**config.mk**
```make
export PLATFORM = sky130hd
export DESIGN_NAME = alu_share_arb
export DESIGN_NICKNAME = d
export VERILOG_FILES = /design/src/rtl/alu_share_arb_pkg.sv /design/src/rtl/alu_share_arb_rr_arb2.sv /design/src/rtl/alu_share_arb.sv
export SDC_FILE = /design/constraint.sdc
export NUM_CORES = 1
export LEC_CHECK = 0
export ABC_AREA = 1
export CAP_MARGIN = 20
export CORE_AREA = 2 2 130 132
export CTS_CLUSTER_SIZE = 24
export DETAILED_ROUTE_END_ITERATION = 12
export DIE_AREA = 0 0 132 134
export GPL_TIMING_DRIVEN = 0
export PLACE_DENSITY_LB_ADDON = 0.3
export REMOVE_ABC_BUFFERS = 1
export SETUP_SLACK_MARGIN = 0.3
export SLEW_MARGIN = 5
export SYNTH_ARGS = -nofsm -noshare
export SYNTH_HDL_FRONTEND = slang
export SYNTH_SLANG_ARGS = --single-unit
```
**constraint.sdc**
```tcl
create_clock -name clk -period 1.5 [get_ports clk]
set_input_delay 0.45 -clock clk [delete_from_list [all_inputs] [get_ports clk]]
set_output_delay 0.45 -clock clk [all_outputs]
set_load 0.005 [all_outputs]
```
**src/rtl/alu_share_arb_pkg.sv**
```systemverilog
// Shared ALU op codes and sequencer states for the two-client ALU share.
// Op codes 1010-1111 are illegal and yield an error response.
package alu_share_arb_pkg;

    localparam logic [3:0] ALU_ADD    = 4'b0000;
    localparam logic [3:0] ALU_SUB    = 4'b0001;
    localparam logic [3:0] ALU_SLL    = 4'b0010;
    localparam logic [3:0] ALU_SLT    = 4'b0011;
    localparam logic [3:0] ALU_SLTU   = 4'b0100;
    localparam logic [3:0] ALU_XOR    = 4'b0101;
    localparam logic [3:0] ALU_SRA    = 4'b0110;
    localparam logic [3:0] ALU_SRL    = 4'b0111;
    localparam logic [3:0] ALU_OR     = 4'b1000;
    localparam logic [3:0] ALU_AND    = 4'b1001;
    localparam logic [3:0] ALU_OP_MAX = 4'b1001;

    typedef enum logic [1:0] {
        IDLE = 2'd0,
        EXEC = 2'd1,
        RESP = 2'd2
    } state_t;

endpackage

```
**src/rtl/alu_share_arb_rr_arb2.sv**
```systemverilog
// Two-way round-robin grant: a lone valid wins, a tie goes to the port not granted last.
// Purely combinational; no backpressure of its own.
module rr_arb2 (
    input  logic i_vld0,
    input  logic i_vld1,
    input  logic i_last_grant,
    output logic o_grant_vld,
    output logic o_grant_id
);

    assign o_grant_vld = i_vld0 | i_vld1;
    assign o_grant_id  = (i_vld0 & i_vld1) ? ~i_last_grant : i_vld1;

endmodule

```
**src/rtl/alu_share_arb.sv**
```systemverilog
// Time-shares one single-cycle ALU between two clients: accept at T, ALU at T+1, response from T+2.
// A held response stalls the sequencer, so the other port's request waits with ready low.
module alu_share_arb
    import alu_share_arb_pkg::*;
#(
    parameter int XLEN = 32
) (
    input  logic            clk,
    input  logic            rst_n,
    input  logic            req0_valid,
    output logic            req0_ready,
    input  logic [3:0]      req0_op,
    input  logic [XLEN-1:0] req0_a,
    input  logic [XLEN-1:0] req0_b,
    input  logic            req1_valid,
    output logic            req1_ready,
    input  logic [3:0]      req1_op,
    input  logic [XLEN-1:0] req1_a,
    input  logic [XLEN-1:0] req1_b,
    output logic            rsp0_valid,
    input  logic            rsp0_ready,
    output logic [XLEN-1:0] rsp0_result,
    output logic            rsp0_zero,
    output logic            rsp0_err,
    output logic            rsp1_valid,
    input  logic            rsp1_ready,
    output logic [XLEN-1:0] rsp1_result,
    output logic            rsp1_zero,
    output logic            rsp1_err,
    output logic [3:0]      alu_ctrl,
    output logic [XLEN-1:0] alu_a,
    output logic [XLEN-1:0] alu_b,
    input  logic [XLEN-1:0] alu_result,
    input  logic            alu_zero
);

    state_t            r_state;
    state_t            w_next_state;
    logic              r_last_grant;
    logic              r_owner;
    logic [3:0]        r_op;
    logic [XLEN-1:0]   r_a;
    logic [XLEN-1:0]   r_b;
    logic [XLEN-1:0]   r_result;
    logic              r_zero;
    logic              r_err;
    logic              w_grant_vld;
    logic              w_grant_id;
    logic              w_accept;
    logic              w_rsp_take;

    rr_arb2 u_rr_arb2 (
        .i_vld0       (req0_valid),
        .i_vld1       (req1_valid),
        .i_last_grant (r_last_grant),
        .o_grant_vld  (w_grant_vld),
        .o_grant_id   (w_grant_id)
    );

    assign w_rsp_take = r_owner ? rsp1_ready : rsp0_ready;

    always_ff @(posedge clk or negedge rst_n) begin
        if (!rst_n) begin
            r_state <= IDLE;
        end else begin
            r_state <= w_next_state;
        end
    end

    always_comb begin
        w_next_state = r_state;
        w_accept     = 1'b0;
        case (r_state)
            IDLE: begin
                if (w_grant_vld) begin
                    w_accept     = 1'b1;
                    w_next_state = EXEC;
                end
            end
            EXEC:    w_next_state = RESP;
            RESP: begin
                if (w_rsp_take) begin
                    w_next_state = IDLE;
                end
            end
            default: w_next_state = IDLE;
        endcase
    end

    // Operand registers feed the ALU directly and keep their value between operations.
    always_ff @(posedge clk or negedge rst_n) begin
        if (!rst_n) begin
            r_last_grant <= 1'b1;
            r_owner      <= 1'b0;
            r_op         <= 4'd0;
            r_a          <= '0;
            r_b          <= '0;
        end else if (w_accept) begin
            r_last_grant <= w_grant_id;
            r_owner      <= w_grant_id;
            r_op         <= w_grant_id ? req1_op : req0_op;
            r_a          <= w_grant_id ? req1_a  : req0_a;
            r_b          <= w_grant_id ? req1_b  : req0_b;
        end
    end

    always_ff @(posedge clk or negedge rst_n) begin
        if (!rst_n) begin
            r_result <= '0;
            r_zero   <= 1'b0;
            r_err    <= 1'b0;
        end else if (r_state == EXEC) begin
            if (r_op > ALU_OP_MAX) begin
                r_result <= '0;
                r_zero   <= 1'b1;
                r_err    <= 1'b1;
            end else begin
                r_result <= alu_result;
                r_zero   <= alu_zero;
                r_err    <= 1'b0;
            end
        end
    end

    // Ready is masked by reset since IDLE is also the reset state.
    assign req0_ready  = rst_n & w_accept & ~w_grant_id;
    assign req1_ready  = rst_n & w_accept &  w_grant_id;

    assign rsp0_valid  = (r_state == RESP) & ~r_owner;
    assign rsp1_valid  = (r_state == RESP) &  r_owner;
    assign rsp0_result = r_result;
    assign rsp1_result = r_result;
    assign rsp0_zero   = r_zero;
    assign rsp1_zero   = r_zero;
    assign rsp0_err    = r_err;
    assign rsp1_err    = r_err;

    assign alu_ctrl    = r_op;
    assign alu_a       = r_a;
    assign alu_b       = r_b;

endmodule

```
==> out/summary.md <==
The tools report the first-pass GRT wire length as 32.3 mm. CTS placed an instance of sky130_fd_sc_hd__clkbuf_16 at the clock tree root. The count of standard-cell rows came out at 47. By startpoint and endpoint, the worst setup path is classified as register to output pin. The worst setup path is launched from a register. The H-tree generated during clock tree synthesis spans 3 levels. Count of antenna-violating nets left after detailed routing: 0. Path type of the worst min-delay path: primary input to asynchronous set/reset pin. The largest incremental delay on the critical path came out at 0.41 ns. The setup-violating endpoint count in the final report was 6; the share of the clock period used by the worst path was 125%. Derived from the worst setup path, the maximum achievable clock frequency is 531 MHz. Share of cells above drive strength 1: 29.7%.

The flow ran to the end, but the final reports show violations. The initial utilization of the core area, before any placement, comes to 34.6%. Buffers inserted during clock tree synthesis total 9. The detail-routed net length per standard cell came out at 18.0 um. The max-cap check violation count is 0. Remaining max-slew budget at the tightest pin: 69.2%. The height of the die was 134 um. The launch point of the worst path was r_state[1]. The run gives 0 as the number of antenna violations at the first check in global routing. The critical register-to-register path startpoint was r_last_grant. The highest fanout seen on the critical path is 2.

The port buffer count is 314. The HPWL after detailed placement is 13.2 mm. The repair_antennas step left the layout with diodes totalling 0.

Counting both buffers and inverters, the worst setup path holds a total of 2. Setup repair after global routing could not meet its margin everywhere. The final-report hold violation count is 0, and the maximum number of pins on one net before global-route repair is 74. The setup clock skew after layout was 0.00738 ns. The endpoint class of the critical path is an output pin. Counting I/O delays and the setup requirement, the final critical path takes 1.88 ns. The number of synthesized flops with an enable pin came out at 0.

The final reports fail on setup timing. After layout, the design draws a total of 19.1 mW. In the layout the commonest cells are sky130_fd_sc_hd__nand2_1, sky130_fd_sc_hd__clkdlybuf4s50_1, sky130_fd_sc_hd__nand3_1, sky130_fd_sc_hd__inv_1, sky130_fd_sc_hd__dfrtp_1. In this run the mean area of a mapped cell was 7.13 um2. The number of pins exceeding their max-slew limit in the final report came out at 0. Among all flip-flop cells after synthesis, the most frequent one is sky130_fd_sc_hd__dfrtp_1. The logs give -0.382 ns for the setup slack of the critical path after layout and 0.35 ns for the clock latency on the worst-skew pair.

The highest-delay cell along the critical path was sky130_fd_sc_hd__dfrtp_1. The worst supply voltage drop on vdd is 0.841 mV, and the sequential element share of the synthesized area is 47.0%. TritonCTS built the clock tree. In this run the deepest clock path goes through 2 buffers.

The area growth from synthesis to layout is 79.6%. The via count normalized by instance count was 4.63. The logs give 0 for the total DRC errors in the routed layout and 1.43 ns for the arrival time reported for the critical path endpoint. The horizontal die dimension works out to 132 um.

At the pin with the least slew margin, the transition time is 0.462 ns. The cell count after synthesis came out at 791. The signal on the critical path passes through buf_6 > nor2_4 > o21ai_4 > nor3_2 > buf_2. The initial detailed-routing violation count is 290.

Grouping stages by cell kind, the critical path spends the most delay in flip-flops. The synthesized design contains 106 register bits. CTS saw 106 sinks. The clock-pin transition on the worst setup and hold timing paths came out at 0.07 ns.

The logs give 315 for the top-level port count and 0 for the aggregate global routing overflow. The final layout contains 1332 nets. The routed layout has 6397 vias. For the leakage power of the design, the log shows 5.58 nW. STA puts the critical path data required time at 1.05 ns. After synthesis the cells add up to 5640 um2.

The pre-antenna-repair detailed-routing pass consisted of 5 iterations. The areal power density over the cells was 1890 nW/um2; the weighted congestion at the end of routability-driven global placement was 0.795. The final layout contains routed wiring with a total length of 24.9 mm.

Most frequent standard cell in the layout excluding fill and tap cells: sky130_fd_sc_hd__nand2_1. The floorplan step defined a die boundary enclosing 17700 um2. The floorplan step defined a core boundary enclosing 16300 um2. At the end of the flow the core is filled with cells to 62.2%. The async set-or-reset flop fraction in the synthesized netlist was 100%; the total global-route track usage was 23.5%. The number of global-route vias before repair is 5728. After synthesis, the netlist uses 18 different library cells. Yosys printed 0 warnings.
## routing by layer
| layer | GRT usage, % | up-vias | wire length (um) |
|---|---|---|---|
| met5 | 0 | - | 0 |
| met4 | 8.09 | 0 | 514 |
| met3 | 8.54 | 30 | 2200 |
| met2 | 40.3 | 287 | 12600 |
| met1 | 27.4 | 2983 | 9610 |
| li1 | - | 3097 | - |
## logic make-up after synthesis
| kind of cell | synth area share (%) |
|---|---|
| flip-flops | 47.0 |
| AND/OR/NAND/NOR | 34.4 |
| AO/OA/AOI/OAI | 0.510 |
| buffers and inverters | 18.0 |
## cell type report
class / instances / area, um2
repair buffers: 424 / 3940
clock buffers: 13 / 250
inverters: 143 / 543
multi-input cells: 472 / 2420
fillers: 1410 / 6160
well taps: 220 / 275
flip-flops and latches: 106 / 2660
clock inverters: 2 / 37.5
repair inverters: 1 / 7.51
## flip-flops by register name, indices dropped and copies added (netlist names)
name and cells:
r_owner 1, alu_b 32, alu_ctrl 4, r_state 2
rsp0_result 32, r_last_grant 1, alu_a 32, rsp0_err 1
rsp0_zero 1
## synthesized netlist by cell type (2+ instances only)
cell type                    n  area (um2)
sky130_fd_sc_hd__buf_4      38         285
sky130_fd_sc_hd__nand2_1   278        1040
sky130_fd_sc_hd__o21ai_0     2        10.0
sky130_fd_sc_hd__buf_2      28         140
sky130_fd_sc_hd__nand3_1   169         846
sky130_fd_sc_hd__clkbuf_1   11        41.3
sky130_fd_sc_hd__nor2_1      8        30.0
sky130_fd_sc_hd__dfrtp_1   105        2630
sky130_fd_sc_hd__inv_1     143         537
## power breakdown
part	total [mW]	internal (mW)	leakage (nW)	switching [mW]
clock network	2.41	1.34	0.136	1.08
registers	5.29	4.29	1.30	1.00
logic	11.4	5.85	4.14	5.55
## worst paths after layout
kind	end	slack, ns	cells past startpoint
worst min-delay path	alu_b[12]	0.03	2
max in group asynchronous	alu_a[6]	0.67	2
worst min register to register	alu_b[1]	0.48	2
min in group clk	alu_b[1]	0.48	2
worst max-delay path	req0_ready	-0.38	5
worst max register to register	alu_b[20]	-0.05	6
## metrics by stage
| step | hold slack, ns | area (um2) | cells | setup slack [ns] | setup TNS [ns] |
|---|---|---|---|---|---|
| after floorplan | 0.154 | 5160 | 712 | -1.77 | -110.22 |
| after global placement | 0.454 | 8580 | 1246 | -5.16 | -828.99 |
| after detailed placement | 0.421 | 8750 | 1253 | -2.29 | -126.01 |
| after CTS | -0.0473 | 9180 | 1289 | -0.386 | -24.27 |
| after global routing | 0.0189 | 10100 | 1381 | -0.423 | -2.04 |
| final | 0.0289 | 10100 | 1381 | -0.382 | -1.35 |
## timing repair
action | CTS | global route
endpoints found under the hold margin | 47 | 47
endpoints found under the setup margin | 246 | 242
pin swaps | 7 | 37
cloned | 7 | 21
setup buffers | 14 | 69
resized for setup | 176 | 367
Note: power is estimated with default switching activity, not from simulation.
